<file path="src/rtl/fp32_pkg.sv">
// fp32_pkg: shared IEEE-754 single-precision definitions for the FP datapath
// (float_multiplier, divider). Field widths, canonical quiet NaN, operand
// class, sequencer state encoding and an operand classifier.
package fp32_pkg;

    localparam int EXP_W  = 8;
    localparam int FRAC_W = 23;
    localparam int BIAS   = 127;

    localparam logic [31:0] QNAN = 32'h7FC0_0000;

    typedef enum logic [1:0] {ZERO, NORMAL, INF, NAN} fp_class_t;

    typedef enum logic [2:0] {
        S_IDLE,
        S_UNPACK,
        S_MUL,
        S_NORM,
        S_ROUND,
        S_PACK
    } fp_state_t;

    // Denormals (exp=0, frac!=0) classify as ZERO: the datapath flushes to zero.
    function automatic fp_class_t fp_classify(input logic [31:0] x);
        logic [EXP_W-1:0]  e;
        logic [FRAC_W-1:0] f;
        e = x[30:23];
        f = x[22:0];
        if (e == '0)
            return ZERO;
        else if (e == '1)
            return (f == '0) ? INF : NAN;
        else
            return NORMAL;
    endfunction

endpackage

</file>
<file path="src/rtl/fp32_round_pack.sv">
// fp32_round_pack: combinational normalise / round-to-nearest-even / pack.
// Ports:
//   sign    - result sign
//   exp_in  - 10-bit signed biased exponent before normalisation
//   prod    - 48-bit significand product (1.x * 1.x, so bit 47 or 46 is set)
//   result  - packed fp32, saturating to inf on overflow, flushing to zero
//             on underflow
import fp32_pkg::*;

module fp32_round_pack (
    input  logic              sign,
    input  logic signed [9:0] exp_in,
    input  logic [47:0]       prod,
    output logic [31:0]       result
);

    logic signed [9:0] exp_n;
    logic signed [9:0] exp_r;
    logic [22:0]       mant;
    logic [22:0]       frac;
    logic [23:0]       mant_r;
    logic              guard;
    logic              sticky;
    logic              inc;

    always_comb begin
        // Product in [1,4): bit 47 set means the value is >= 2, so shift one more.
        if (prod[47]) begin
            mant   = prod[46:24];
            guard  = prod[23];
            sticky = |prod[22:0];
            exp_n  = exp_in + 10'sd1;
        end else begin
            mant   = prod[45:23];
            guard  = prod[22];
            sticky = |prod[21:0];
            exp_n  = exp_in;
        end

        inc    = guard & (sticky | mant[0]);
        mant_r = {1'b0, mant} + {23'b0, inc};

        // Carry out of the 23-bit fraction means the significand reached 2.0.
        if (mant_r[23]) begin
            frac  = '0;
            exp_r = exp_n + 10'sd1;
        end else begin
            frac  = mant_r[22:0];
            exp_r = exp_n;
        end

        if (exp_r >= 10'sd255)
            result = {sign, 8'hFF, 23'b0};
        else if (exp_r <= 10'sd0)
            result = {sign, 31'b0};
        else
            result = {sign, exp_r[7:0], frac};
    end

endmodule

</file>
<file path="src/rtl/float_multiplier.sv">
// float_multiplier: sequential fp32 multiplier, RNE rounding, flush-to-zero.
// Shift-add significand multiply, one partial product per cycle.
// Ports:
//   clk, rst          - clock, asynchronous active-low reset
//   input_a, input_b  - fp32 operands, captured on the accepting edge
//   start             - request, sampled only in IDLE
//   output_z          - registered product, held until the next completion
//   done              - one-cycle pulse, output_z valid
//   busy              - high from accept edge to completion edge
// Normal path latency 28 cycles; special operands (zero/inf/NaN) 2 cycles.
import fp32_pkg::*;

module float_multiplier #(
    parameter int MUL_ITER = 24
) (
    input  logic        clk,
    input  logic        rst,
    input  logic [31:0] input_a,
    input  logic [31:0] input_b,
    input  logic        start,
    output logic [31:0] output_z,
    output logic        done,
    output logic        busy
);

    fp_state_t         state;
    logic [31:0]       a_q, b_q;
    logic              sign_q;
    logic signed [9:0] exp_q;
    logic [23:0]       mcand;
    logic [47:0]       prod;
    logic [4:0]        cnt;
    logic [31:0]       res_q;

    fp_class_t         ca, cb;
    logic              s_ab;
    logic [24:0]       acc_sum;
    logic [31:0]       rp_result;

    assign ca      = fp_classify(a_q);
    assign cb      = fp_classify(b_q);
    assign s_ab    = a_q[31] ^ b_q[31];
    // Upper accumulator half plus multiplicand; carry feeds the shift-in bit.
    assign acc_sum = {1'b0, prod[47:24]} + {1'b0, mcand};

    fp32_round_pack u_round_pack (
        .sign   (sign_q),
        .exp_in (exp_q),
        .prod   (prod),
        .result (rp_result)
    );

    always_ff @(posedge clk or negedge rst) begin
        if (!rst) begin
            state    <= S_IDLE;
            a_q      <= '0;
            b_q      <= '0;
            sign_q   <= 1'b0;
            exp_q    <= '0;
            mcand    <= '0;
            prod     <= '0;
            cnt      <= '0;
            res_q    <= '0;
            output_z <= '0;
            done     <= 1'b0;
            busy     <= 1'b0;
        end else begin
            done <= 1'b0;
            case (state)
                S_IDLE: begin
                    if (start) begin
                        a_q   <= input_a;
                        b_q   <= input_b;
                        busy  <= 1'b1;
                        state <= S_UNPACK;
                    end
                end
                S_UNPACK: begin
                    sign_q <= s_ab;
                    if (ca == NAN || cb == NAN) begin
                        res_q <= QNAN;
                        state <= S_PACK;
                    end else if ((ca == INF && cb == ZERO) || (ca == ZERO && cb == INF)) begin
                        res_q <= QNAN;
                        state <= S_PACK;
                    end else if (ca == INF || cb == INF) begin
                        res_q <= {s_ab, 8'hFF, 23'b0};
                        state <= S_PACK;
                    end else if (ca == ZERO || cb == ZERO) begin
                        res_q <= {s_ab, 31'b0};
                        state <= S_PACK;
                    end else begin
                        exp_q <= $signed({2'b00, a_q[30:23]}) + $signed({2'b00, b_q[30:23]})
                                 - 10'sd127;
                        mcand <= {1'b1, a_q[22:0]};
                        // Multiplier sits in the low half and shifts out as the
                        // product shifts in from the top.
                        prod  <= {24'b0, 1'b1, b_q[22:0]};
                        cnt   <= '0;
                        state <= S_MUL;
                    end
                end
                S_MUL: begin
                    if (prod[0])
                        prod <= {acc_sum, prod[23:1]};
                    else
                        prod <= {1'b0, prod[47:1]};
                    if (cnt == 5'(MUL_ITER - 1)) begin
                        cnt   <= '0;
                        state <= S_NORM;
                    end else begin
                        cnt <= cnt + 5'd1;
                    end
                end
                // Normalise/round are combinational in fp32_round_pack; these
                // two states give the product a settled cycle before capture,
                // keeping the same stage timing as the divider.
                S_NORM: begin
                    state <= S_ROUND;
                end
                S_ROUND: begin
                    res_q <= rp_result;
                    state <= S_PACK;
                end
                S_PACK: begin
                    output_z <= res_q;
                    done     <= 1'b1;
                    busy     <= 1'b0;
                    state    <= S_IDLE;
                end
                default: state <= S_IDLE;
            endcase
        end
    end

endmodule

</file>
<file path="config.mk">
export PLATFORM = sky130hd
export DESIGN_NAME = float_multiplier
export DESIGN_NICKNAME = d
export VERILOG_FILES = /design/src/rtl/fp32_pkg.sv /design/src/rtl/fp32_round_pack.sv /design/src/rtl/float_multiplier.sv
export SDC_FILE = /design/constraint.sdc
export NUM_CORES = 1
export LEC_CHECK = 0
export BUFFER_PORTS_ARGS = -buffer_cell sky130_fd_sc_hd__clkbuf_2
export CORE_MARGIN = 3
export CORE_UTILIZATION = 32
export CTS_CLUSTER_SIZE = 20
export DETAILED_ROUTE_END_ITERATION = 6
export GPL_TIMING_DRIVEN = 0
export PLACE_DENSITY_LB_ADDON = 0.12
export SYNTH_ARGS = -nofsm -noshare
export SYNTH_HDL_FRONTEND = slang
export SYNTH_SLANG_ARGS = --single-unit
</file>
<file path="constraint.sdc">
create_clock -name clk -period 4.55 [get_ports clk]
set_clock_uncertainty 0.1 [all_clocks]
set_input_delay 0.455 -clock clk [delete_from_list [all_inputs] [get_ports clk]]
set_output_delay 0.455 -clock clk [all_outputs]
set_load 0.01 [all_outputs]
</file>
==> impl_results.md <==
- Status: finished clean
- Fillers: 3802
- Place WS: approximately 0.0022 ns
- R2R depth: 15
- Hold depth: 2
- Drt first-iter violations: 384
- Unrepaired setup endpoints after global routing: no
- Post-DR wirelength/cell: between 15 and 20 um
- Hold Path Sink: a_q[13]$_DFFE_PN0P_
- Crit path launch type: flop
- GR Overflow Total: 0
- WS Path Type: flop to flop
- CTS Sinks: roughly 220
- Hold Startpoint: input_a[13]
- Worst skew pair latency: between 0.5 and 0.6 ns
- IO Count: 101
- Flops & latches, synth: between 200 and 250
- Placed cell area: 13400 um^2
- CTS tree: yes
- Initial core utilization: 32.9%
- Lkg Pwr: about 6.3 nW
- Total GRT Usage: about 16%
- Slew @ Worst Pin: roughly 1.0 ns
- Setup-failing EPs final: 0
- Hold slack: roughly 0.032 ns
- Worst path cell trace: buf_6 > buf_6 > buf_2 > clkbuf_1 > clkbuf_2 > mux2_2 > ha_1 > nand4_1 > nor4_2 > and3b_1 > nor2b_1 > nand2_1 > xor2_1 > mux2i_1 > a21o_1
- Final Cycle Share: between 90% and 100%
- First-pass GRT wire length: 54000 um
- Yosys warns: 0
- Vias post-DR: 9234
- TritonRoute pass-1 iters: 5
- Worst Setup End Kind: flop
- Pwr dens: ~750 nW/um^2
- Number of buffers created by CTS: 27
- Final Non-Filler Cells: roughly 1900
- Avg Cell Area, Syn: 10.3 um^2
- Clock buffer depth: 3
- Vias per std cell: approximately 5
- Library cells used by synthesis: 67
- Die W: approximately 200 um
- Routed WL: roughly 33000 um
- Slew Viols, Final: 0
- Slew headroom: a little under a third
- Antenna Nets Post-Route: 0
- Sequential area share after synthesis: between 40% and 50%
- Setup tns final: 0 ns
- Crit-path slowest cell: nor4_2
- Synthesized netlist cell count: about 1200
- R2R Path Start: prod[47]$_DFFE_PN0P_
- Mapped Area: 12200 um^2
- # DRC: 0
- Clock slew at reported path FFs: roughly 0.06 ns
- Number of buffers added on ports: 100
- Max cap viols: 0
- Area delta synth->final: 18.5%
- Crit Reg-Reg Endpoint: res_q[22]$_DFFE_PN0P_
- Final instance area: around 14000 um^2
- Max IR drop VDD: 0.433 mV
- N_diodes: 0
- Initial antenna violation count: 0
- Share of cells above drive strength 1: roughly 22%
- Core area: about 37000 um^2
- Data arrival time of the worst path: between 4 and 5 ns
- Post-layout nets: 1444
- Vias in the first global route: between 9000 and 10000
- Row cnt: 70
- CP peak stage delay: 0.46 ns
- Most common cell after layout, fill and taps aside: dfrtp_1
- Die area: ~40000 um^2
- Syn Nets: between 1000 and 1500
- CP most frequent cell: buf_6
- Post-synthesis async set-or-reset flop share: 100%
- Req. time, crit path: 4.93 ns
- Root buffer cell: clkbuf_16
- Max Freq: 238 MHz
- Routability congestion estimate: just over 0.8
- Setup ws final: ~0.34 ns
- Most frequent cells in the layout: dfrtp_1 (221), nand2_1 (133), mux2_2 (121)
- Synth Flop Type: dfrtp_1
- Worst-path fanout max: 10
- Hold Path Class: input pin to flop
- H-tree levels: 1
- Reg2reg setup slack: 0.34 ns
- Die Height: 201 um
- Number of flops mapped to enable cells by yosys: 0
- Inst Count DP: 1797
- Hpwl dp: about 25000 um
- Tmin final: around 4.2 ns
- Final-report hold violation count: 0
- Pin count of the biggest net entering global routing: about 90
[synthesized netlist by cell type (all sizes together) (21+ instances only)]
library cell	n	share of area (%)
nor4	25	1.3
clkbuf	52	1.6
dfrtp	221	45
a21oi	44	1.8
xor2	24	1.7
mux2i	28	2.3
ha	43	4.4
nand4	21	1.3
o21ai	67	2.7
nand2	133	4.1
nand3	23	0.94
mux2	125	12
xnor2	48	3.4
nor2	78	2.4
a22o	22	1.6
a31oi	29	1.5
inv	24	0.74
[critical path: cells and delay by family, from the launching register on]
family	cells	cell delay [ns]
DFF	1	0.37
muxes	2	0.42
and+or+nand+nor	5	1.39
xor gates and xnor gates	1	0.15
AOI/OAI and AO/OA	1	0.15
buffers and inverters	5	1.35
adders and majority gates	1	0.20
[how the worst max path moves through the flow]
stage	start	to	slack, ns	depth (start not counted)
2_1_floorplan	prod[47]$_DFFE_PN0P_	res_q[6]$_DFFE_PN0P_	1.02	14
3_3_place_gp	rst	output_z[29]$_DFFE_PN0P_	-1.85	1
3_5_place_dp	prod[47]$_DFFE_PN0P_	res_q[22]$_DFFE_PN0P_	0.002	15
4_1_cts	prod[47]$_DFFE_PN0P_	res_q[22]$_DFFE_PN0P_	0.19	15
5_1_grt	prod[47]$_DFFE_PN0P_	res_q[22]$_DFFE_PN0P_	0.04	15
6_report	prod[47]$_DFFE_PN0P_	res_q[22]$_DFFE_PN0P_	0.34	15
[where the power goes]
part / switching [mW] / internal, mW / total (mW)
Sequential: 0.780 / 2.87 / 3.65
Clock: 0.864 / 1.40 / 2.27
Combinational: 2.74 / 2.22 / 4.96
Total: 4.39 / 6.48 / 10.9
[registers in the layout, indices dropped and copies added, names as in the netlist]
signal / cells
prod: 48
a_q: 32
b_q: 32
output_z: 32
res_q: 32
mcand: 24
exp_q: 10
cnt: 5
state: 3
busy: 1
done: 1
sign_q: 1
[repair_timing]
item / 4_1_cts / 5_1_grt
gates resized for setup: 1 / 2
buffers inserted: 0 / 0
hold buffers: 10 / 0
endpoints found under the hold margin: 61 / 0
setup endpoints to repair: 1 / 1
[metrics by stage]
step	total power, mW	utilization [%]
2_1_floorplan	7.14	-
3_3_place_gp	8.60	35.9
3_5_place_dp	8.67	36.1
4_1_cts	11.0	38.9
5_1_grt	11.8	39.0
6_report	10.9	39.0
[routing by layer]
layer  track usage (%)  part of all wire, %  vias to the layer above
li1                  -                    -                     4617
met1              24.3                   51                     4450
met2              25.4                   44                      139
met3              2.14                  3.2                       28
met4              3.19                  1.7                        0
met5                 0                    0                        -
[cell type report]
cell class	count	area [um^2]	area share [%]
Multi-Input combinational cell	874	6280	43.4
Buffer	70	312	2.15
Clock buffer	36	759	5.25
Sequential cell	221	5530	38.2
Clock inverter	13	189	1.31
Inverter	26	97.6	0.675
Tap cell	504	631	4.36
Timing Repair Buffer	112	664	4.59
[cell families (layout without fill, tap and decap cells)]
kind of cell             after synthesis  after routing  synth area share (%)
XOR/XNOR                              72             72                  5.17
AO/OA/AOI/OAI                        242            242                  13.0
adder cells (fa/ha/maj)               45             45                  4.74
multiplexers                         153            153                  13.8
AND/OR/NAND/NOR                      362            362                  14.6
buffers and inverters                 96            257                  3.34
flip-flops                           221            221                  45.3
Note: power is estimated with default switching activity, not from simulation.
